--- src/rtl/ps2_key_ctrl.sv ---
// ps2_key_ctrl: pops PS/2 scan bytes from a receiver FIFO and decodes make/break/repeat key events
module ps2_key_ctrl (
  input  logic       clk,
  input  logic       clrn,
  input  logic       ready,
  input  logic [7:0] data,
  input  logic       overflow,
  output logic       nextdata_n,
  output logic       key_valid,
  output logic [7:0] key_code,
  output logic       key_ext,
  output logic       key_break,
  output logic       key_rpt,
  output logic       key_held,
  output logic [7:0] cur_code,
  output logic       cur_ext,
  output logic [7:0] press_cnt,
  output logic       shift,
  output logic       caps,
  output logic       ovf_sticky
);
  typedef enum logic [1:0] {IDLE, POP, GAP} state_t;
  state_t state;
  logic ext_pend, brk_pend, sh_l, sh_r;
  logic is_e0, is_f0, match;
  assign is_e0 = data == 8'hE0;
  assign is_f0 = data == 8'hF0;
  assign match = key_held && cur_ext == ext_pend && cur_code == data;
  assign shift = sh_l | sh_r;
  // The byte is decoded on the same edge it is latched so the event is visible during POP.
  always_ff @(posedge clk or negedge clrn) begin
    if (!clrn) begin
      state      <= IDLE;
      nextdata_n <= 1'b1;
      key_valid  <= 1'b0;
      key_code   <= 8'h00;
      key_ext    <= 1'b0;
      key_break  <= 1'b0;
      key_rpt    <= 1'b0;
      key_held   <= 1'b0;
      cur_code   <= 8'h00;
      cur_ext    <= 1'b0;
      press_cnt  <= 8'h00;
      sh_l       <= 1'b0;
      sh_r       <= 1'b0;
      caps       <= 1'b0;
      ovf_sticky <= 1'b0;
      ext_pend   <= 1'b0;
      brk_pend   <= 1'b0;
    end else begin
      if (overflow) ovf_sticky <= 1'b1;
      unique case (state)
        IDLE: if (ready) begin
          state      <= POP;
          nextdata_n <= 1'b0;
          if (is_e0) ext_pend <= 1'b1;
          else if (is_f0) brk_pend <= 1'b1;
          else begin
            key_valid <= 1'b1;
            key_code  <= data;
            key_ext   <= ext_pend;
            key_break <= brk_pend;
            key_rpt   <= !brk_pend && match;
            ext_pend  <= 1'b0;
            brk_pend  <= 1'b0;
            if (!ext_pend && data == 8'h12) sh_l <= !brk_pend;
            if (!ext_pend && data == 8'h59) sh_r <= !brk_pend;
            if (brk_pend) begin
              if (match) begin
                key_held  <= 1'b0;
                press_cnt <= press_cnt + 8'd1;
              end
            end else if (!match) begin
              key_held <= 1'b1;
              cur_code <= data;
              cur_ext  <= ext_pend;
              if (!ext_pend && data == 8'h58) caps <= !caps;
            end
          end
        end
        POP: begin
          state      <= GAP;
          nextdata_n <= 1'b1;
          key_valid  <= 1'b0;
        end
        default: state <= IDLE;
      endcase
    end
  end
endmodule

--- config.mk ---
export PLATFORM = sky130hd
export DESIGN_NAME = ps2_key_ctrl
export DESIGN_NICKNAME = d
export VERILOG_FILES = /design/src/rtl/ps2_key_ctrl.sv
export SDC_FILE = /design/constraint.sdc
export NUM_CORES = 1
export LEC_CHECK = 0
export CAP_MARGIN = 20
export CORE_UTILIZATION = 47
export DETAILED_ROUTE_END_ITERATION = 10
export PLACE_DENSITY = 0.78
export SETUP_SLACK_MARGIN = 0.3
export SLEW_MARGIN = 25
export SYNTH_ARGS = -nofsm -noshare
export SYNTH_HDL_FRONTEND = slang
export SYNTH_SLANG_ARGS = --single-unit
--- constraint.sdc ---
create_clock -name clk -period 2.85 [get_ports clk]
set_input_delay 0.4275 -clock clk [delete_from_list [all_inputs] [get_ports clk]]
set_output_delay 0.4275 -clock clk [all_outputs]
set_load 0.03 [all_outputs]
[Word level (Yosys, flattened, before mapping)]
Index checks and enable logic that the tools add are counted.
W data, S select, Z words.
Operators by class
  eq/ne operators: 14
  bitwise gates (word level): 5
  reduce and logical (&&, ||, !) cells: 22
  $add $sub $neg: 1
  mux-type cells: 14
Operator list (count)
  $reduce_and A6 Y1: 3
  $eq A8 B7 Y1 const B: 2
  $eq A8 B8 Y1 const B: 2
  $mux W1: 10
  $ne A2 B2 Y1 const B: 5
  $reduce_and A5 Y1: 2
  $add A8 B1 Y8 const B: 1
  $eq A8 B5 Y1 const B: 1
  $eq A8 B8 Y1: 1
  $reduce_and A4 Y1: 2
  $reduce_and A7 Y1: 1
  $logic_and A1 B1 Y1: 6
  $reduce_and A3 Y1: 2
  $not A1 Y1: 4
  $pmux W1 S2: 2
  $pmux W2 S2: 1
  $logic_not A1 Y1: 3
  $eq A2 B1 Y1 const B: 1
  $logic_not A2 Y1: 1
  $mux W2: 1
  $ne A2 B1 Y1 const B: 1
  $reduce_and A2 Y1: 1
  $reduce_bool A2 Y1: 1
  $eq A1 B1 Y1: 1
  $or A1 B1 Y1: 1
Storage, ports and cells
  bits in registers: 39
  output and inout port bits: 34

[Logic depth before layout (Yosys ltp)]
  word-level depth: 5
  mapped depth: 8
  depth with buffers taken out: 7

[Least setup slack after synthesis]
Ideal clock, no wire load.
  kind: register to register
  from: reg cur_code[4]
  to: reg cur_code[0]
  arrival: 2.005 ns
  buffers on the path: 1
  path slack: 0.721 ns
  cell stages (with the launch flop): 8
  period minus slack after synthesis: 2.129 ns
  path through: dfrtp_1 -> xnor2_1 -> nand4_1 -> or3_1 -> ha_1 -> nand2_1 -> buf_2 -> mux2_2
On the way
  word-level cells in the longest chain between the ends: 4
Ends and longest elaborated chain
  start: declaration: line 15  | output logic [7:0] cur_code,
  start signal: assignment: line 75  | cur_code <= data;
  $eq A8 B8 Y1: line 28  | assign match = key_held && cur_ext == ext_pend && cur_code == data;
  $logic_and A1 B1 Y1: line 28
  $not A1 Y1 (no line)
  $reduce_and A6 Y1 (no line)
Every way passes these cells.
A chain may end at the register's enable or synchronous reset.

[Worst setup path after layout]
  from: in data[5]
  to: reg cur_code[6]
On the way
  word-level cells in the longest chain between the ends: 4
Ends and longest elaborated chain
  start: declaration: line 6  | input logic [7:0] data,
  $eq A8 B8 Y1: line 28
  $logic_and A1 B1 Y1: line 28
  $not A1 Y1 (no line)
  $reduce_and A6 Y1 (no line) *
Mark *: on every way between the ends. The rest lies on a longest branch, timed or not.

==> flow_metrics.py <==
metrics = {
    "synth": {
        "yosys.area_share.simple": 0.135,
        "synth_top_family_by_area": "simple AND/OR/NAND/NOR gates",
        "synth_edf_count": 0,
        "synth_top_area_frac": 0.555,
        "synth.largest_area_cell": "dfrtp_1",
        "synthMuxAreaShare": 0.131,
        "synth_xor_xnor_area_share": 0.0869,
        "netlist_top_cells_count": "dfrtp_1, mux2_2, xnor2_1",
        "yosysWarnings": 0,
        "synthCells": 133,
        "async_flop_share": 1.00,
        "synth_compound_area_frac": 0.0351,
        "ys_types": 27,
        "synth_nets": 148,
        "ys_seq_area_frac": 0.570,
        "synth_seq_cells": 39,
        "synthTopCellsByArea": "dfrtp_1, mux2_2, xnor2_1",
        "synth_fa_ha_area_frac": 0.0219,
        "synth_most_common_cell": "dfrtp_1",
        "synth_ff_type": "dfrtp_1",
        "syn_area_per_cell_sq_um": 12.9,
        "mappedNetlistArea_sq_um": 1710,
    },
    "critical_path": {
        "start_kind": "primary input",
        "cpMaxStageDelayCell": "clkdlybuf4s50_1",
        "cp_num_buf_inv": 1,
        "max_stage_delay_ns": 0.57,
        "crit_path_max_fanout": 11,
        "critPathKind": "in -> reg",
        "worstPathCellList": "clkdlybuf4s50_1, xnor2_1, nand4_1, or3_1, ha_1, nand2_2, mux2_2",
        "critPathTopFamily": "simple AND/OR/NAND/NOR gates",
        "cp.arrival_ns": 2.54,
        "worstSetupEndpointType": "flop",
        "required_ns": 3.09,
    },
    "drt": {
        "wl_per_cell_um": 14.5,
        "antenna_left": 0,
        "route.detailed.drc": 0,
        "via_count": 1206,
        "routed_wl_mm": 3.43,
        "detail_route.vias_per_cell": 5.11,
        "drtPass1Iterations": 4,
        "drt_iter0_markers": 36,
    },
    "floorplanning": {
        "core_area_sq_um": 3420,
        "fp-row-count": 21,
        "start_util": 0.501,
        "dieArea_sq_um": 3890,
        "ios": 46,
        "fp.dieW_um": 62.4,
        "die_h_um": 62.4,
    },
    "timing": {
        "slew_violations": 0,
        "rsz0062_at_grt": "no",
        "fin_hold_ws_ns": 0.165,
        "fmax_mhz": 435,
        "layout_min_cycle_time_ns": 2.30,
        "tightest_slew_ns": 0.835,
        "finalCritPeriodShare": 0.807,
        "fin_setup_tns_ns": 0,
        "setup_viol": 0,
        "slew_headroom": 0.443,
        "clock_skew_ns": 0.0116,
        "hold_viol_final": 0,
    },
    "clocking": {
        "cts_root_buffer": "clkbuf_4",
        "cts_hold_buf": 0,
        "numCtsBuffers": 5,
        "cts.clk_slew.worst_paths_ns": 0.11,
        "cts_sinks": 39,
        "cts_max_level": 2,
        "cts_buffer_depth": 2,
        "cts_tree": "built",
        "clkLatencyLatePin_ns": 0.35,
    },
    "global_route": {
        "grt_max_degree": 40,
        "antenna_found_initial": 0,
        "grt_usage": 0.201,
        "overflow": 0,
        "grt_pass1_vias": 1225,
        "grt_pass1_wl_mm": 5.98,
    },
    "placement": {
        "io_buffers": 45,
        "place_hpwl_mm": 2.52,
        "place_congestion": 0.797,
    },
    "final_layout": {
        "final_nets": 204,
        "drive_gt1_frac": 0.221,
        "area_growth_pct": 36.6,
        "diodes": 0,
    },
    "job": {
        "cap_violations": 0,
    },
    "power": {
        "ir_drop_uv": 512,
        "p_leak_nw": 1.03,
        "power-per-cell-area_nw_per_um2": 812,
    },
    "run_status": {
        "status": "finished clean",
    },
    "worst_hold_path": {
        "hp-class": "in -> async",
    },
}
## through the flow
stage          utilization  instance area, sq um  setup WS, ns  total power [mW]  std cells
2_1_floorplan            -                  1710         0.721              1.21        133
3_3_place_gp         0.659                  2250         0.122              1.51        228
3_5_place_dp         0.659                  2250        0.0383              1.53        228
4_1_cts              0.684                  2340         0.420              1.92        236
5_1_grt              0.685                  2340         0.409              2.00        236
6_report             0.685                  2340         0.550              1.90        236
## per-layer routing
| metal | vias up | GRT usage | share of wire |
|---|---|---|---|
| li1 | 580 | - | - |
| met1 | 593 | 0.276 | 0.48 |
| met2 | 29 | 0.305 | 0.47 |
| met3 | 4 | 0.0584 | 0.039 |
| met4 | 0 | 0.0698 | 0.011 |
| met5 | - | 0 | 0 |
## report_power, final
| part | internal (mW) | switching, mW |
|---|---|---|
| clock network | 0.207 | 0.179 |
| registers | 0.675 | 0.0954 |
| logic | 0.344 | 0.400 |
## area by class of cell
type | count | area [sq um]
sequential | 39 | 977
clock inverter | 2 | 35.0
fill | 271 | 1080
clock buffer | 6 | 51.3
tap | 46 | 57.6
multi-input combinational | 86 | 706
inverter | 6 | 22.5
timing repair buffer | 51 | 490
## final timing paths
kind / from / end / slack (ns) / cells past startpoint
min reg2reg: press_cnt[7] / press_cnt[7] / 0.49 / 1
min: clrn / key_code[1] / 0.16 / 1
max in group asynchronous: clrn / key_valid / 2.15 / 1
max: data[5] / cur_code[6] / 0.55 / 7
min in group clk: press_cnt[7] / press_cnt[7] / 0.49 / 1
max reg2reg: cur_code[4] / cur_code[6] / 0.71 / 6
## sequential cells by signal (all words and copies together) (netlist names)
signal      count
key_held        1
cur_code        8
key_ext         1
key_rpt         1
caps            1
ovf_sticky      1
state           2
key_break       1
key_code        8
press_cnt       8
sh_r            1
brk_pend        1
sh_l            1
key_valid       1
nextdata_n      1
cur_ext         1
ext_pend        1
## layout by cell type, fill, tap and decap left out
| cell | n |
|---|---|
| ha_1 | 3 |
| clkinv_2 | 1 |
| or3b_4 | 1 |
| dfstp_2 | 1 |
| nor4b_1 | 2 |
| inv_1 | 6 |
| buf_2 | 1 |
| clkbuf_8 | 1 |
| nor2_1 | 5 |
| clkdlybuf4s50_1 | 44 |
| clkbuf_4 | 5 |
| and4_1 | 1 |
| nand3_1 | 2 |
| xnor2_1 | 15 |
| nor4_4 | 1 |
| buf_4 | 6 |
| mux2_2 | 20 |
| nand2_1 | 5 |
| nor2b_1 | 4 |
| and3_1 | 3 |
| nor3b_1 | 2 |
| nand2_2 | 1 |
| nand2b_1 | 1 |
| bufinv_16 | 1 |
| a31oi_2 | 1 |
| a21oi_1 | 2 |
| dfrtp_1 | 38 |
| a21o_1 | 1 |
| o21ai_0 | 4 |
| or2_2 | 2 |
| nand4_1 | 6 |
| a311o_1 | 1 |
| xor2_1 | 2 |
| or3_1 | 1 |
## what timing repair did
item	4_1_cts	5_1_grt
buffers inserted	0	0
endpoints found under the hold margin	0	0
gates resized for setup	0	1
setup endpoints to repair	0	8
## kinds of logic (layout without fill, tap and decap cells)
group / count (synthesis) / in the layout
XOR/XNOR: 17 / 17
AO/OA/AOI/OAI: 9 / 9
adder cells (fa/ha/maj): 3 / 3
AND/OR/NAND/NOR: 37 / 37
multiplexers: 20 / 20
buffers and inverters: 8 / 65
flip-flops: 39 / 39
(Power assumes the default switching activity.)
